===== config.mk =====
export PLATFORM = sky130hd
export DESIGN_NAME = montgomery_reduce_arbiter_flat
export DESIGN_NICKNAME = d
export VERILOG_FILES = /design/src/rtl/montgomery_reduce_arbiter_if.sv /design/src/rtl/montgomery_reduce_arbiter.sv /design/src/flat_wrapper.sv
export SDC_FILE = /design/constraint.sdc
export NUM_CORES = 1
export LEC_CHECK = 0
export ABC_AREA = 1
export BUFFER_PORTS_ARGS = -buffer_cell sky130_fd_sc_hd__clkbuf_2
export CAP_MARGIN = 30
export CORE_MARGIN = 5
export CORE_UTILIZATION = 37
export DETAILED_ROUTE_END_ITERATION = 10
export PLACE_DENSITY = 0.72
export SLEW_MARGIN = 30
export SYNTH_ARGS = -nofsm -noshare
export SYNTH_HDL_FRONTEND = slang
export SYNTH_SLANG_ARGS = --single-unit
export TNS_END_PERCENT = 10

===== constraint.sdc =====
create_clock -name clk -period 1.4 [get_ports clk]
set_input_delay 0.07 -clock clk [delete_from_list [all_inputs] [get_ports clk]]
set_output_delay 0.07 -clock clk [all_outputs]
set_load 0.005 [all_outputs]

===== src/rtl/montgomery_reduce_arbiter_if.sv =====
// montgomery_reduce_arbiter_if: requester handshake and Montgomery-unit signals of the shared reduce arbiter.
// slave is the arbiter side; master is the requesters plus the unit.
interface montgomery_reduce_arbiter_if #(
    parameter int N_REQ   = 2,
    parameter int COEFF_W = 16
);
    logic [N_REQ-1:0]         req_valid;
    logic [N_REQ-1:0]         req_ready;
    logic [N_REQ-1:0]         rsp_valid;
    logic [N_REQ*COEFF_W-1:0] req_a;
    logic [N_REQ*COEFF_W-1:0] req_b;
    logic [COEFF_W-1:0]       rsp_data;
    logic                     rsp_err;
    logic                     busy;
    logic                     mr_enable;
    logic [COEFF_W-1:0]       mr_a;
    logic [COEFF_W-1:0]       mr_b;
    logic                     mr_done;
    logic [COEFF_W-1:0]       mr_result;

    modport slave (
        input  req_valid, req_a, req_b, mr_done, mr_result,
        output req_ready, rsp_valid, rsp_data, rsp_err, busy, mr_enable, mr_a, mr_b
    );

    modport master (
        output req_valid, req_a, req_b, mr_done, mr_result,
        input  req_ready, rsp_valid, rsp_data, rsp_err, busy, mr_enable, mr_a, mr_b
    );
endinterface


===== src/rtl/montgomery_reduce_arbiter.sv =====
// montgomery_reduce_arbiter: round-robin sharing of one Montgomery multiply-reduce unit among N_REQ requesters.
// Optional WAIT-state timeout enabled by defining MR_ARB_TIMEOUT_EN.
module montgomery_reduce_arbiter #(
    parameter int N_REQ   = 2,
    parameter int COEFF_W = 16,
    parameter int TIMEOUT = 16
) (
    input logic clk,
    input logic reset_n,
    montgomery_reduce_arbiter_if.slave bus
);
    localparam int GW = (N_REQ > 2) ? $clog2(N_REQ) : 1;

    typedef enum logic [1:0] {IDLE, ISSUE, WAIT, RESP} state_t;

    if (N_REQ < 2 || N_REQ > 4 || TIMEOUT < 1 || TIMEOUT > 255) begin : g_bad_cfg
        $error("montgomery_reduce_arbiter: parameter out of range");
    end

    state_t             state_q, state_d;
    logic [GW-1:0]      grant_q, grant_d, last_q, last_d, pick, cand;
    logic               found;
    logic [COEFF_W-1:0] op_a_q, op_a_d, op_b_q, op_b_d, res_q, res_d;
    logic [N_REQ-1:0]   rsp_valid_q, rsp_valid_d;
    logic               mr_enable_q, mr_enable_d, busy_q, busy_d;
`ifdef MR_ARB_TIMEOUT_EN
    logic [7:0]         cnt_q, cnt_d;
    logic               err_q, err_d;
`endif

    // Round-robin scan starting just after the previous winner.
    always_comb begin
        found = 1'b0;
        pick  = last_q;
        cand  = (last_q == GW'(N_REQ - 1)) ? '0 : last_q + GW'(1);
        for (int k = 0; k < N_REQ; k++) begin
            if (!found && bus.req_valid[cand]) begin
                found = 1'b1;
                pick  = cand;
            end
            cand = (cand == GW'(N_REQ - 1)) ? '0 : cand + GW'(1);
        end
    end

    always_comb begin
        state_d     = state_q;
        grant_d     = grant_q;
        last_d      = last_q;
        op_a_d      = op_a_q;
        op_b_d      = op_b_q;
        res_d       = res_q;
        rsp_valid_d = '0;
        mr_enable_d = 1'b0;
`ifdef MR_ARB_TIMEOUT_EN
        cnt_d       = cnt_q;
        err_d       = err_q;
`endif
        case (state_q)
            IDLE: if (found) begin
                state_d     = ISSUE;
                grant_d     = pick;
                op_a_d      = bus.req_a[pick*COEFF_W +: COEFF_W];
                op_b_d      = bus.req_b[pick*COEFF_W +: COEFF_W];
                mr_enable_d = 1'b1;
            end
            ISSUE: begin
                state_d = WAIT;
`ifdef MR_ARB_TIMEOUT_EN
                cnt_d   = '0;
`endif
            end
            WAIT: begin
`ifdef MR_ARB_TIMEOUT_EN
                cnt_d = cnt_q + 8'd1;
`endif
                if (bus.mr_done) begin
                    state_d     = RESP;
                    res_d       = bus.mr_result;
                    rsp_valid_d = N_REQ'(1) << grant_q;
`ifdef MR_ARB_TIMEOUT_EN
                    err_d       = 1'b0;
                end else if (cnt_q + 8'd1 == 8'(TIMEOUT)) begin
                    state_d     = RESP;
                    res_d       = '0;
                    rsp_valid_d = N_REQ'(1) << grant_q;
                    err_d       = 1'b1;
`endif
                end
            end
            RESP: begin
                state_d = IDLE;
                last_d  = grant_q;
            end
        endcase
        busy_d = (state_d != IDLE);
    end

    always_ff @(posedge clk or negedge reset_n) begin
        if (!reset_n) begin
            state_q     <= IDLE;
            grant_q     <= '0;
            last_q      <= GW'(N_REQ - 1);
            op_a_q      <= '0;
            op_b_q      <= '0;
            res_q       <= '0;
            rsp_valid_q <= '0;
            mr_enable_q <= 1'b0;
            busy_q      <= 1'b0;
`ifdef MR_ARB_TIMEOUT_EN
            cnt_q       <= '0;
            err_q       <= 1'b0;
`endif
        end else begin
            state_q     <= state_d;
            grant_q     <= grant_d;
            last_q      <= last_d;
            op_a_q      <= op_a_d;
            op_b_q      <= op_b_d;
            res_q       <= res_d;
            rsp_valid_q <= rsp_valid_d;
            mr_enable_q <= mr_enable_d;
            busy_q      <= busy_d;
`ifdef MR_ARB_TIMEOUT_EN
            cnt_q       <= cnt_d;
            err_q       <= err_d;
`endif
        end
    end

    // Accept is combinational so the handshake closes in the arbitration cycle.
    assign bus.req_ready = (reset_n && state_q == IDLE && found) ? N_REQ'(1) << pick : '0;
    assign bus.rsp_valid = rsp_valid_q;
    assign bus.rsp_data  = res_q;
    assign bus.busy      = busy_q;
    assign bus.mr_enable = mr_enable_q;
    assign bus.mr_a      = op_a_q;
    assign bus.mr_b      = op_b_q;
`ifdef MR_ARB_TIMEOUT_EN
    assign bus.rsp_err   = err_q;
`else
    assign bus.rsp_err   = 1'b0;
`endif
endmodule


===== src/flat_wrapper.sv =====
// flat-port wrapper written by rule: the top's interface ports become plain ports
module montgomery_reduce_arbiter_flat 
#(
    parameter int N_REQ   = 2,
    parameter int COEFF_W = 16,
    parameter int TIMEOUT = 16
)
  (clk, reset_n, bus_req_valid, bus_req_a, bus_req_b, bus_mr_done, bus_mr_result, bus_req_ready, bus_rsp_valid, bus_rsp_data, bus_rsp_err, bus_busy, bus_mr_enable, bus_mr_a, bus_mr_b);
  montgomery_reduce_arbiter_if #(.N_REQ(N_REQ), .COEFF_W(COEFF_W)) bus_i ();
  input logic clk;
  input logic reset_n;
  input wire logic [$bits(bus_i.req_valid)-1:0] bus_req_valid;
  input wire logic [$bits(bus_i.req_a)-1:0] bus_req_a;
  input wire logic [$bits(bus_i.req_b)-1:0] bus_req_b;
  input wire logic [$bits(bus_i.mr_done)-1:0] bus_mr_done;
  input wire logic [$bits(bus_i.mr_result)-1:0] bus_mr_result;
  output wire logic [$bits(bus_i.req_ready)-1:0] bus_req_ready;
  output wire logic [$bits(bus_i.rsp_valid)-1:0] bus_rsp_valid;
  output wire logic [$bits(bus_i.rsp_data)-1:0] bus_rsp_data;
  output wire logic [$bits(bus_i.rsp_err)-1:0] bus_rsp_err;
  output wire logic [$bits(bus_i.busy)-1:0] bus_busy;
  output wire logic [$bits(bus_i.mr_enable)-1:0] bus_mr_enable;
  output wire logic [$bits(bus_i.mr_a)-1:0] bus_mr_a;
  output wire logic [$bits(bus_i.mr_b)-1:0] bus_mr_b;
  assign bus_i.req_valid = bus_req_valid;
  assign bus_i.req_a = bus_req_a;
  assign bus_i.req_b = bus_req_b;
  assign bus_i.mr_done = bus_mr_done;
  assign bus_i.mr_result = bus_mr_result;
  assign bus_req_ready = bus_i.req_ready;
  assign bus_rsp_valid = bus_i.rsp_valid;
  assign bus_rsp_data = bus_i.rsp_data;
  assign bus_rsp_err = bus_i.rsp_err;
  assign bus_busy = bus_i.busy;
  assign bus_mr_enable = bus_i.mr_enable;
  assign bus_mr_a = bus_i.mr_a;
  assign bus_mr_b = bus_i.mr_b;
  montgomery_reduce_arbiter #(.N_REQ(N_REQ), .COEFF_W(COEFF_W), .TIMEOUT(TIMEOUT)) u_core (.clk(clk), .reset_n(reset_n), .bus(bus_i));
endmodule

* Yosys cells after proc, flatten, opt, wreduce, memory -nomap -nowiden
Cells that the tools add are included.
Word-level totals: bits in registers 56, bits of input ports 85, output and inout port bits 55, word-level logic and storage cells 46
Cells by class: $add $sub $neg 2, order comparisons 2, equality and inequality tests 3, shift-type cells 4, mux-type cells 18, reduce and logical (&&, ||, !) cells 8
Operator list (count):
- $shiftx A32 B6 Y16 | 2
- $mux W1 | 12
- $mux W2 | 5
- $pmux W2 S4 | 1
- $eq A2 B2 Y1 const B | 2
- $lt A1 B2 Y1 const B | 2
- $reduce_and A2 Y1 | 2
- $shl A1 B1 Y2 const A | 2
- $logic_and A1 B1 Y1 | 3
- $add A1 B1 Y1 const B | 2
- $eq A2 B1 Y1 const B | 1
- $logic_not A2 Y1 | 1
- $reduce_bool A2 Y1 | 1
- $logic_not A1 Y1 | 1

* Depth between registers and ports, before layout
Gate-level depths: netlist of the first run.
word-level depth 11, gate-level depth with buffers 7, mapped depth without buffers 6

* Worst setup path after synthesis of the first run
OpenSTA, ideal clock, no wires.
path type register -> register, start register u_core.state_q[0], end register u_core.res_q[10], in the netlist u_core.bus.rsp_data[10], setup time 0.116 ns, data arrival time 1.192 ns, required time 1.284 ns, setup slack 0.091 ns, cell stages (with the launch flop) 8, buffers on the path 2, period minus slack after synthesis 1.309 ns, cells stage by stage dfrtp_1 > inv_1 > ha_1 > buf_2 > nand2_1 > buf_2 > nand2_1 > nand2_1
On the way: longest elaborated chain between the ends 2
RTL lines:
- start: declaration | line montgomery_reduce_arbiter.sv:20 | state_t state_q, state_d;
- start signal: assignment | line montgomery_reduce_arbiter.sv:114 | state_q <= state_d;
- $eq A2 B2 Y1 | line montgomery_reduce_arbiter.sv:58 | case (state_q)
- $reduce_and A2 Y1 (no line)
- end signal: assignment | line montgomery_reduce_arbiter.sv:119 | res_q <= res_d;
- end: declaration | line montgomery_reduce_arbiter.sv:23 | logic [COEFF_W-1:0] op_a_q, op_a_d, op_b_q, op_b_d, res_q, res_d;
Every way passes these cells. A chain may end at the register's enable or synchronous reset.

* Worst setup path in the final report of the first run
start register u_core.state_q[0], end output bus_req_ready[0]
On the way: longest elaborated chain between the ends 4
RTL lines:
- $logic_not A2 Y1 | line montgomery_reduce_arbiter.sv:131 | assign bus.req_ready = (reset_n && state_q == IDLE && found) ? N_REQ'(1) << pick : '0;
- $logic_and A1 B1 Y1 (2 in a row) | line montgomery_reduce_arbiter.sv:131
- $mux W2 | line montgomery_reduce_arbiter.sv:131
- end: declaration | line flat_wrapper.sv:17 | output wire logic [$bits(bus_i.req_ready)-1:0] bus_req_ready;
Every way passes these cells.

==> results of run 1 <==
## through the flow
stage                     area, sq um  setup WS, ns  total power, W  TNS (ns)  hold WS, ns
after global routing             4040        -0.146         0.00819    -0.919       0.0594
after global placement           3590         0.130         0.00607         0        0.268
after CTS                        3970       -0.0669         0.00745    -0.130       0.0287
after floorplan                  2760        0.0915         0.00466         0       -0.226
final                            4040       -0.0854         0.00755    -0.156       0.0355
after detailed placement         3590        0.0861         0.00616         0        0.284
## tightest hold or removal path, cell delays in order
cell	delay, ns
clkbuf_2	0.08
inv_1	0.04
nand2_1	0.04
nand3_1	0.05
nand2_1	0.04
## state kept, by name, summed over array words and instances, names as in the netlist
name and cells:
u_core.bus.mr_a 16, u_core.bus.mr_b 16, u_core.bus.rsp_data 16, u_core.bus.rsp_valid 2, u_core.state_q 2, u_core.bus.busy 1
u_core.bus.mr_enable 1, u_core.grant_q 1, u_core.last_q 1
## worst min path at each step
stage | depth (start not counted) | from | end
after floorplan | 0 | reset_n | u_core.bus.busy
after global placement | 2 | reset_n | u_core.bus.mr_a[8]
after detailed placement | 2 | reset_n | u_core.bus.mr_a[8]
after CTS | 5 | bus_req_a[6] | u_core.bus.mr_a[6]
after global routing | 5 | bus_req_a[6] | u_core.bus.mr_a[6]
final | 5 | bus_req_a[6] | u_core.bus.mr_a[6]
## power by group through the flow
stage,sequential (W),clock (W),combinational (W)
after floorplan,0.00287,0,0.00179
after global placement,0.00285,0,0.00322
after detailed placement,0.00287,0,0.00329
after CTS,0.00284,0.000979,0.00363
after global routing,0.00292,0.00105,0.00423
final,0.00284,0.000957,0.00375
## routing by layer
metal	vias up	GRT usage	part of all wire
met1	1364	0.207	0.40
met2	125	0.311	0.51
li1	1468	-	-
met4	0	0.0386	0.0086
met5	-	0	0
met3	7	0.0325	0.086
## cells in the mapped netlist
| library cell | n |
|---|---|
| nand2_1 | 152 |
| nand3_1 | 80 |
| dfrtp_1 | 55 |
| inv_1 | 35 |
| buf_2 | 13 |
| buf_4 | 8 |
| nand2_2 | 5 |
| ha_1 | 3 |
| inv_2 | 3 |
| nor2_1 | 3 |
| o21ai_0 | 3 |
| conb_1 | 1 |
| dfstp_2 | 1 |
| nand3b_1 | 1 |
| nor3_1 | 1 |
| o211ai_1 | 1 |
## layout make-up
cell class / instances / area [sq um]
timing repair buffer: 183 / 1110
fill: 684 / 3210
tap: 99 / 124
inverter: 38 / 148
clock buffer: 5 / 68.8
multi-input combinational: 250 / 1160
sequential: 56 / 1400
clock inverter: 3 / 27.5
## timing repair
item,in CTS,in global routing
setup endpoints to repair,2,36
cloned,0,0
hold buffers,17,0
gates resized for setup,14,10
pin swaps,5,3
buffers inserted,9,4
hold endpoints to repair,71,0
## cell families (layout without fill, tap and decap cells)
family,count (synthesis),in the layout,synth area share
flip-flops,56,56,0.508
adder cells (fa/ha/maj),3,3,0.0136
other,1,1,0.00136
AO/OA/AOI/OAI,4,4,0.00816
buffers and inverters,59,229,0.0970
AND/OR/NAND/NOR,242,242,0.372
==> results_dict.tcl, run 1 <==
set metrics [dict create \
    worst_slew_pin_slew_ns 0.718 \
    final_common_cell "nand2_1" \
    num_rows 31 \
    cts_buffer_depth 2 \
    routedWlPerCell_microns 13.0 \
    synth_top_area_cell "dfrtp_1" \
    violations "setup timing" \
    ioPinCount 140 \
    final_cell_mix "nand2_1 (149), clkbuf_2 (136), nand3_1 (79), dfrtp_1 (55), inv_1 (32)" \
    slowest_delay_ns 0.42 \
    drt-vias-per-instance 4.68 \
    final_core_util 0.557 \
    rrSetupSlack_ns 0.03 \
    ys_types 16 \
    ys_top_cells_by_area "dfrtp_1 (50%), nand2_1 (21%), nand3_1 (15%), inv_1 (4.8%), buf_2 (2.4%)" \
    dieWidth_microns 96.4 \
    relSlewSlack 0.522 \
    critPathLaunch "u_core.state_q[0]" \
    power_density_nw_per_um2 1870 \
    crit_family "flip-flops" \
    worstRegToRegCells 6 \
    worst-path-stages 6 \
    first_pass_iters 4 \
    drcViolationCount 0 \
    r2r-start "u_core.last_q" \
    grt_max_degree 57 \
    cts_sinks 56 \
    critPathBufInv 3 \
    cts-buffers-inserted 5 \
    arrival_ns 1.42 \
    insertedDiodeCount 0 \
    htree_levels 2 \
    slowest_stage "dfrtp_1" \
    power_frac_seq 0.376 \
    syn_nets 453 \
    yosys_warnings 0 \
    wl_microns 8220 \
    antenna_found_initial 0 \
    overflow 0 \
    io_buffers 138 \
    rr_endpoint "u_core.bus.mr_a[2]" \
    die_area_sq_um 9290 \
    max_freq_mhz 673 \
    slew_viol_final 0 \
    p_int_w 0.00451 \
    p_leak_nw 2.43 \
    period_share 1.06 \
    status "finished with violations" \
    grt_pass1_wl_microns 12400 \
    clk_pin_slew_ns 0.12 \
    drive_above_1_share 0.361 \
    cap_violations 0 \
    grt_pass1_vias 2773 \
    start_util 0.381 \
    p_clk_frac 0.127 \
    combPwrFrac 0.497 \
    clockRootBuffer "clkbuf_8" \
    gp_congestion 0.790 \
    fin_nets 622 \
    die_h_microns 96.4 \
    worstSetupStartpointType "register" \
    peakVddDrop_mv 0.933 \
    synth_area_per_cell_sq_um 7.56 \
    skew_ns 0.0169 \
    hp-class "in -> reg" \
    worstSetupPathType "reg -> out" \
    place_inst 596 \
    setup_viol 2 \
    drt-initial-drc-count 143 \
    p_sw_w 0.00304 \
    endpoint "bus_req_ready[0]" \
    ant_nets 0 \
    place_hpwl_microns 5870 \
    route.vias.total 2964 \
    synthCells 365 \
    cp-end-kind "output port" \
    area_growth_pct 46.3 \
    cts_tree "yes" \
    hold_viol 0 \
    rsz0062_at_grt "yes" \
    synth-seq-area-share 0.508 \
    synth.top_cell.area_share 0.499 \
    clock_latency_ns 0.32 \
    crit_chain "inv_2 > ha_4 > nand2_4 > buf_6 > nor3_2 > buf_2" \
    instances_no_fill 634 \
    p_sw_frac 0.403 \
    fin_ws_ns -0.0854 \
    core-area_sq_um 7250 \
    grt.total_usage 0.170 \
    min_period_ns 1.49 \
    worstPathRequired_ns 1.33 \
    synth-seq-cells 56 \
    path_max_fanout 4 \
    synthesis.area_sq_um 2760 \
]
(Power assumes the default switching activity.)
==> run 2, diff against run 1 <==
- ABC_AREA: 1 -> default
- PLACE_DENSITY: 0.72 -> 0.69
==> run 2 against run 1 <==
Compared with the run above:
- the flow finishes with violations (hold timing, setup timing)
- synthesized area shrank 8.3%
- die area decreased by 7.5%
- clock power down 7.4%
- non-clock buffer count grew 30
- highest routed layer unchanged
==> results_dict.tcl, run 2 <==
set metrics [dict create \
    synth-seq-area-share 0.554 \
    cts-buffers-inserted 5 \
    synth-seq-cells 56 \
    grt_max_degree 57 \
    yosys_warnings 0 \
    arrival_ns 1.65 \
    slowest_stage "dfrtp_1" \
    violations "hold timing, setup timing" \
    grt_pass1_vias 2684 \
    final_cell_mix "clkbuf_2 (136), dfrtp_1 (55), dlygate4sd3_1 (42), nor2_1 (35), a31oi_1 (33)" \
    worst_slew_pin_slew_ns 0.698 \
    grt.total_usage 0.181 \
    hp-class "in -> reg" \
    antenna_found_initial 0 \
    ioPinCount 140 \
    grt_pass1_wl_microns 12600 \
    worstSetupPathType "reg -> reg" \
    drt-initial-drc-count 98 \
    cts_buffer_depth 2 \
    synthesis.area_sq_um 2530 \
    synth_top_area_cell "dfrtp_1" \
    skew_ns 0.00800 \
    period_share 1.04 \
    route.vias.total 2667 \
    worstPathRequired_ns 1.60 \
    worst-path-stages 6 \
    min_period_ns 1.45 \
    endpoint "u_core.bus.rsp_data[10]" \
    insertedDiodeCount 0 \
    overflow 0 \
    fin_area_sq_um 4130 \
    cap_violations 0 \
    clockRootBuffer "clkbuf_8" \
    dieWidth_microns 92.7 \
    async_flop_share 1.00 \
    wl_microns 8500 \
    tns_ns -0.175 \
    instances_no_fill 527 \
    ys_top_cells_by_area "dfrtp_1 (54%), a31oi_1 (8.2%), mux2_2 (7.6%), nand3_1 (6.3%), o21ai_0 (5.7%)" \
    r2r-start "u_core.state_q[0]" \
    hold_slack_ns -0.00361 \
    syn_nets 336 \
    yosysMostFrequentCell "dfrtp_1" \
    setup_viol 11 \
    path_max_fanout 8 \
    ant_nets 0 \
    drive_above_1_share 0.470 \
    cts_tree "yes" \
    num_rows 30 \
    gp_congestion 0.764 \
    hold_viol 1 \
    max_freq_mhz 689 \
    crit_family "flip-flops" \
    start_util 0.377 \
    ys.flop_type "dfrtp_1" \
    drt-vias-per-instance 5.06 \
    relSlewSlack 0.535 \
    cp-end-kind "register" \
    crit_chain "inv_2 > buf_4 > ha_4 > nand2_4 > clkbuf_16 > mux2_2" \
    routedWlPerCell_microns 16.1 \
    status "finished with violations" \
    core-area_sq_um 6720 \
    p_leak_nw 2.06 \
    place_hpwl_microns 5350 \
    io_buffers 138 \
    critPathLaunch "u_core.state_q[0]" \
    peakVddDrop_mv 0.865 \
    synth_edf_count 0 \
    synthCells 248 \
    fin_ws_ns -0.0509 \
    rr_endpoint "u_core.bus.rsp_data[10]" \
    final_common_cell "clkbuf_2" \
    die_h_microns 92.7 \
    drcViolationCount 0 \
    htree_levels 2 \
    synth.top_cell.area_share 0.544 \
    critPathBufInv 3 \
    synth_area_per_cell_sq_um 10.2 \
    clock_latency_ns 0.31 \
    slew_viol_final 0 \
    clk_pin_slew_ns 0.10 \
    rsz0062_at_grt "yes" \
    fin_nets 534 \
    first_pass_iters 4 \
    ys_types 26 \
    slowest_delay_ns 0.38 \
    synth_common_cells "dfrtp_1 (55), nor2_1 (36), a31oi_1 (33)" \
    die_area_sq_um 8600 \
    place_inst 462 \
    rrSetupSlack_ns -0.05 \
    power_density_nw_per_um2 1920 \
    placed_area_sq_um 3350 \
    area_growth_pct 63.2 \
    cts_sinks 56 \
    worstSetupStartpointType "register" \
    worstRegToRegCells 6 \
]
run 2: where the power goes:
part           internal (W)  total, W  switching (W)
logic               0.00222   0.00412        0.00190
registers           0.00244   0.00292       0.000476
clock network      0.000357  0.000886       0.000529
run 2: final cells by class:
cell class | count | area [sq um]
inverter | 3 | 11.3
tap | 80 | 100
sequential | 56 | 1400
clock buffer | 6 | 72.6
fill | 563 | 2590
clock inverter | 2 | 16.3
multi-input combinational | 167 | 1070
timing repair buffer | 213 | 1450
run 2: stage by stage:
| stage | hold slack (ns) | power [W] | util | setup WS (ns) |
|---|---|---|---|---|
| 3_5_place_dp | 0.308 | 0.00624 | 0.498 | -0.0160 |
| 5_1_grt | 0.00254 | 0.00854 | 0.615 | -0.0824 |
| 6_report | -0.00361 | 0.00792 | 0.615 | -0.0509 |
| 3_3_place_gp | 0.305 | 0.00613 | 0.498 | 0.0647 |
| 2_1_floorplan | -0.226 | 0.00477 | - | 0.0120 |
| 4_1_cts | 0.00000164 | 0.00739 | 0.581 | -0.0398 |
run 2: timing repair:
item                                    in CTS  in global routing
pin swaps                                    1                  9
endpoints found under the setup margin       3                 49
cloned                                       0                  2
gates resized for setup                     12                 27
hold buffers                                40                  2
hold endpoints to repair                    89                  2
buffers inserted                             4                  9
run 2: cells by family (layout without fill, tap and decap cells):
kind of cell	count (synthesis)	in the layout	share of synthesized area
other cells	1	1	0.00148
flops	56	56	0.554
compound gates	68	68	0.152
mux	17	17	0.0756
fa+ha+maj	3	3	0.0148
buf+inv	25	224	0.0643
simple gates	78	78	0.137
run 2: worst min path at each step:
stage                           startpoint                endpoint  slack (ns)  depth (start not counted)
after detailed placement  bus_mr_result[4]  u_core.bus.rsp_data[4]        0.31                          2
after CTS                    bus_req_b[27]     u_core.bus.mr_b[11]    0.000002                          3
final                        bus_req_a[22]      u_core.bus.mr_a[6]      -0.004                          3
after floorplan                    reset_n         u_core.bus.busy       -0.23                          0
after global placement    bus_mr_result[4]  u_core.bus.rsp_data[4]        0.31                          2
after global routing         bus_req_a[23]      u_core.bus.mr_a[7]       0.003                          3
run 2: per-layer routing:
layer	wire length, microns	global-route usage	vias to the layer above
met2	4410	0.329	94
met5	0	0	-
met1	3420	0.214	1279
met4	139	0.0464	0
met3	528	0.0439	13
li1	-	-	1281
run 2: worst register-to-register path, cell delays in order (launching register included):
cell and delay, ns:
dfrtp_1 0.38, inv_2 0.07, buf_4 0.15, ha_4 0.17
nand2_4 0.08, clkbuf_16 0.16, mux2_2 0.34
==> run 3, diff against run 2 <==
- ABC_AREA: default -> 1
- PLACE_DENSITY: 0.69 -> 0.67
==> run 3 against run 2 <==
Compared with the run above:
- the flow finishes with violations (setup timing)
- setup slack got worse by 0.022 ns
- combinational power fell by 12%
- count of clock-buffer cells in the layout fell by 1
- critical path depth rose by 1
- worst hold slack improved by 0.050 ns
- fmax fell by 1.5%
- clock power rose by 7.1%
- sequential share of layout area rose by 1.1 points
- sequential power fell by 3%
- flip-flop and latch count did not move
- global-route usage fell by 1.2 points
- critical path type is now reg -> out
==> results_dict.tcl, run 3 (synthesis results as in run 1) <==
set metrics [dict create \
    path_max_fanout 3 \
    first_pass_iters 4 \
    die_h_microns 96.4 \
    tns_ns -0.139 \
    p_sw_frac 0.403 \
    gp_congestion 0.755 \
    routedWlPerCell_microns 12.8 \
    max_freq_mhz 679 \
    relSlewSlack 0.532 \
    place_ws_ns 0.0723 \
    cts_tree "yes" \
    crit_family "flip-flops" \
    final_cell_mix "nand2_1 (150), clkbuf_2 (137), nand3_1 (80), dfrtp_1 (55), inv_1 (33)" \
    placed_area_sq_um 3560 \
    hold_viol 0 \
    worst_slew_pin_slew_ns 0.702 \
    status "finished with violations" \
    clk_pin_slew_ns 0.11 \
    hp-class "in -> reg" \
    overflow 0 \
    p_int_w 0.00441 \
    p_leak_nw 2.42 \
    slowest_delay_ns 0.58 \
    worstSetupPathType "reg -> out" \
    clockRootBuffer "clkbuf_8" \
    crit_chain "inv_2 > nand2_4 > nand2_8 > inv_6 > nand2_4 > nor2_4 > buf_2" \
    area_growth_pct 44.9 \
    drive_above_1_share 0.351 \
    wl_microns 8020 \
    r2r-start "u_core.state_q[0]" \
    grt_max_degree 57 \
    slew_viol_final 0 \
    start_util 0.381 \
    endpoint "bus_req_ready[1]" \
    grt.total_usage 0.169 \
    io_buffers 138 \
    grt_pass1_vias 2794 \
    cp-end-kind "output port" \
    core-area_sq_um 7250 \
    cts-buffers-inserted 5 \
    crit_top_cell "nand2_4" \
    cts_sinks 56 \
    slowest_stage "dfstp_2" \
    cts_buffer_depth 2 \
    period_share 1.05 \
    final_common_cell "nand2_1" \
    htree_levels 2 \
    critPathBufInv 3 \
    antenna_found_initial 0 \
    ant_nets 0 \
    worstPathRequired_ns 1.33 \
    min_period_ns 1.47 \
    p_sw_w 0.00298 \
    drcViolationCount 0 \
    place_hpwl_microns 5710 \
    worstRegToRegCells 8 \
    hold_slack_ns 0.0461 \
    critPathLaunch "u_core.last_q" \
    p_clk_frac 0.128 \
    rr_endpoint "u_core.bus.mr_a[5]" \
    worstSetupStartpointType "register" \
    fin_ws_ns -0.0732 \
    peakVddDrop_mv 1.16 \
    rrSetupSlack_ns 0.06 \
    instances_no_fill 629 \
    die_area_sq_um 9290 \
    fin_area_sq_um 4000 \
    drt-initial-drc-count 133 \
    grt_pass1_wl_microns 12500 \
    clock_latency_ns 0.31 \
    ioPinCount 140 \
    violations "setup timing" \
    place_inst 594 \
    drt-vias-per-instance 4.66 \
    skew_ns 0.00501 \
    combPwrFrac 0.488 \
    num_rows 31 \
    worst-path-stages 7 \
    fin_nets 617 \
    power_density_nw_per_um2 1850 \
    setup_viol 2 \
    arrival_ns 1.40 \
    route.vias.total 2931 \
    cap_violations 0 \
    rsz0062_at_grt "yes" \
    dieWidth_microns 96.4 \
    power_frac_seq 0.384 \
    insertedDiodeCount 0 \
]
run 3: power groups by stage:
stage | Clock [W] | Sequential [W] | Combinational (W)
finish | 0.000949 | 0.00284 | 0.00361
floorplan | 0 | 0.00287 | 0.00179
detailed placement | 0 | 0.00286 | 0.00324
CTS | 0.000989 | 0.00283 | 0.00350
global placement | 0 | 0.00285 | 0.00316
global route | 0.00105 | 0.00292 | 0.00411
run 3: what timing repair did:
action	in CTS	in global routing
setup endpoints to repair	2	30
hold buffers	17	0
endpoints found under the hold margin	71	0
pin swaps	5	3
gates cloned	0	0
setup buffers	8	2
gates resized for setup	11	16
run 3: worst min-delay path: stages:
cell and delay (ns):
clkbuf_2 0.08, inv_1 0.04, nand2_1 0.04, nand3_1 0.06, nand2_1 0.04
run 3: final cells by class:
| type | count | area, sq um |
|---|---|---|
| inverter | 38 | 148 |
| timing repair buffer | 178 | 1080 |
| tap | 99 | 124 |
| clock inverter | 3 | 28.8 |
| multi-input combinational | 250 | 1150 |
| sequential | 56 | 1400 |
| clock buffer | 5 | 68.8 |
| fill | 714 | 3250 |
run 3: layer usage:
layer	global-route usage	wire, microns
met1	0.201	3300
met4	0.0234	32
met3	0.0465	688
met5	0	0
met2	0.311	4000
run 3: how the worst min path moves through the flow:
stage	from	endpoint	depth (start not counted)
after floorplan	reset_n	u_core.bus.busy	0
after global placement	reset_n	u_core.bus.mr_b[5]	2
after detailed placement	reset_n	u_core.bus.mr_b[3]	2
after CTS	bus_req_a[11]	u_core.bus.mr_a[11]	5
after global routing	bus_req_a[14]	u_core.bus.mr_a[14]	5
final	bus_req_a[8]	u_core.bus.mr_a[8]	5
run 3: through the flow:
stage / power, W / utilization
2_1_floorplan: 0.00466 / -
3_3_place_gp: 0.00601 / 0.491
3_5_place_dp: 0.00610 / 0.491
4_1_cts: 0.00732 / 0.541
5_1_grt: 0.00809 / 0.551
6_report: 0.00739 / 0.551
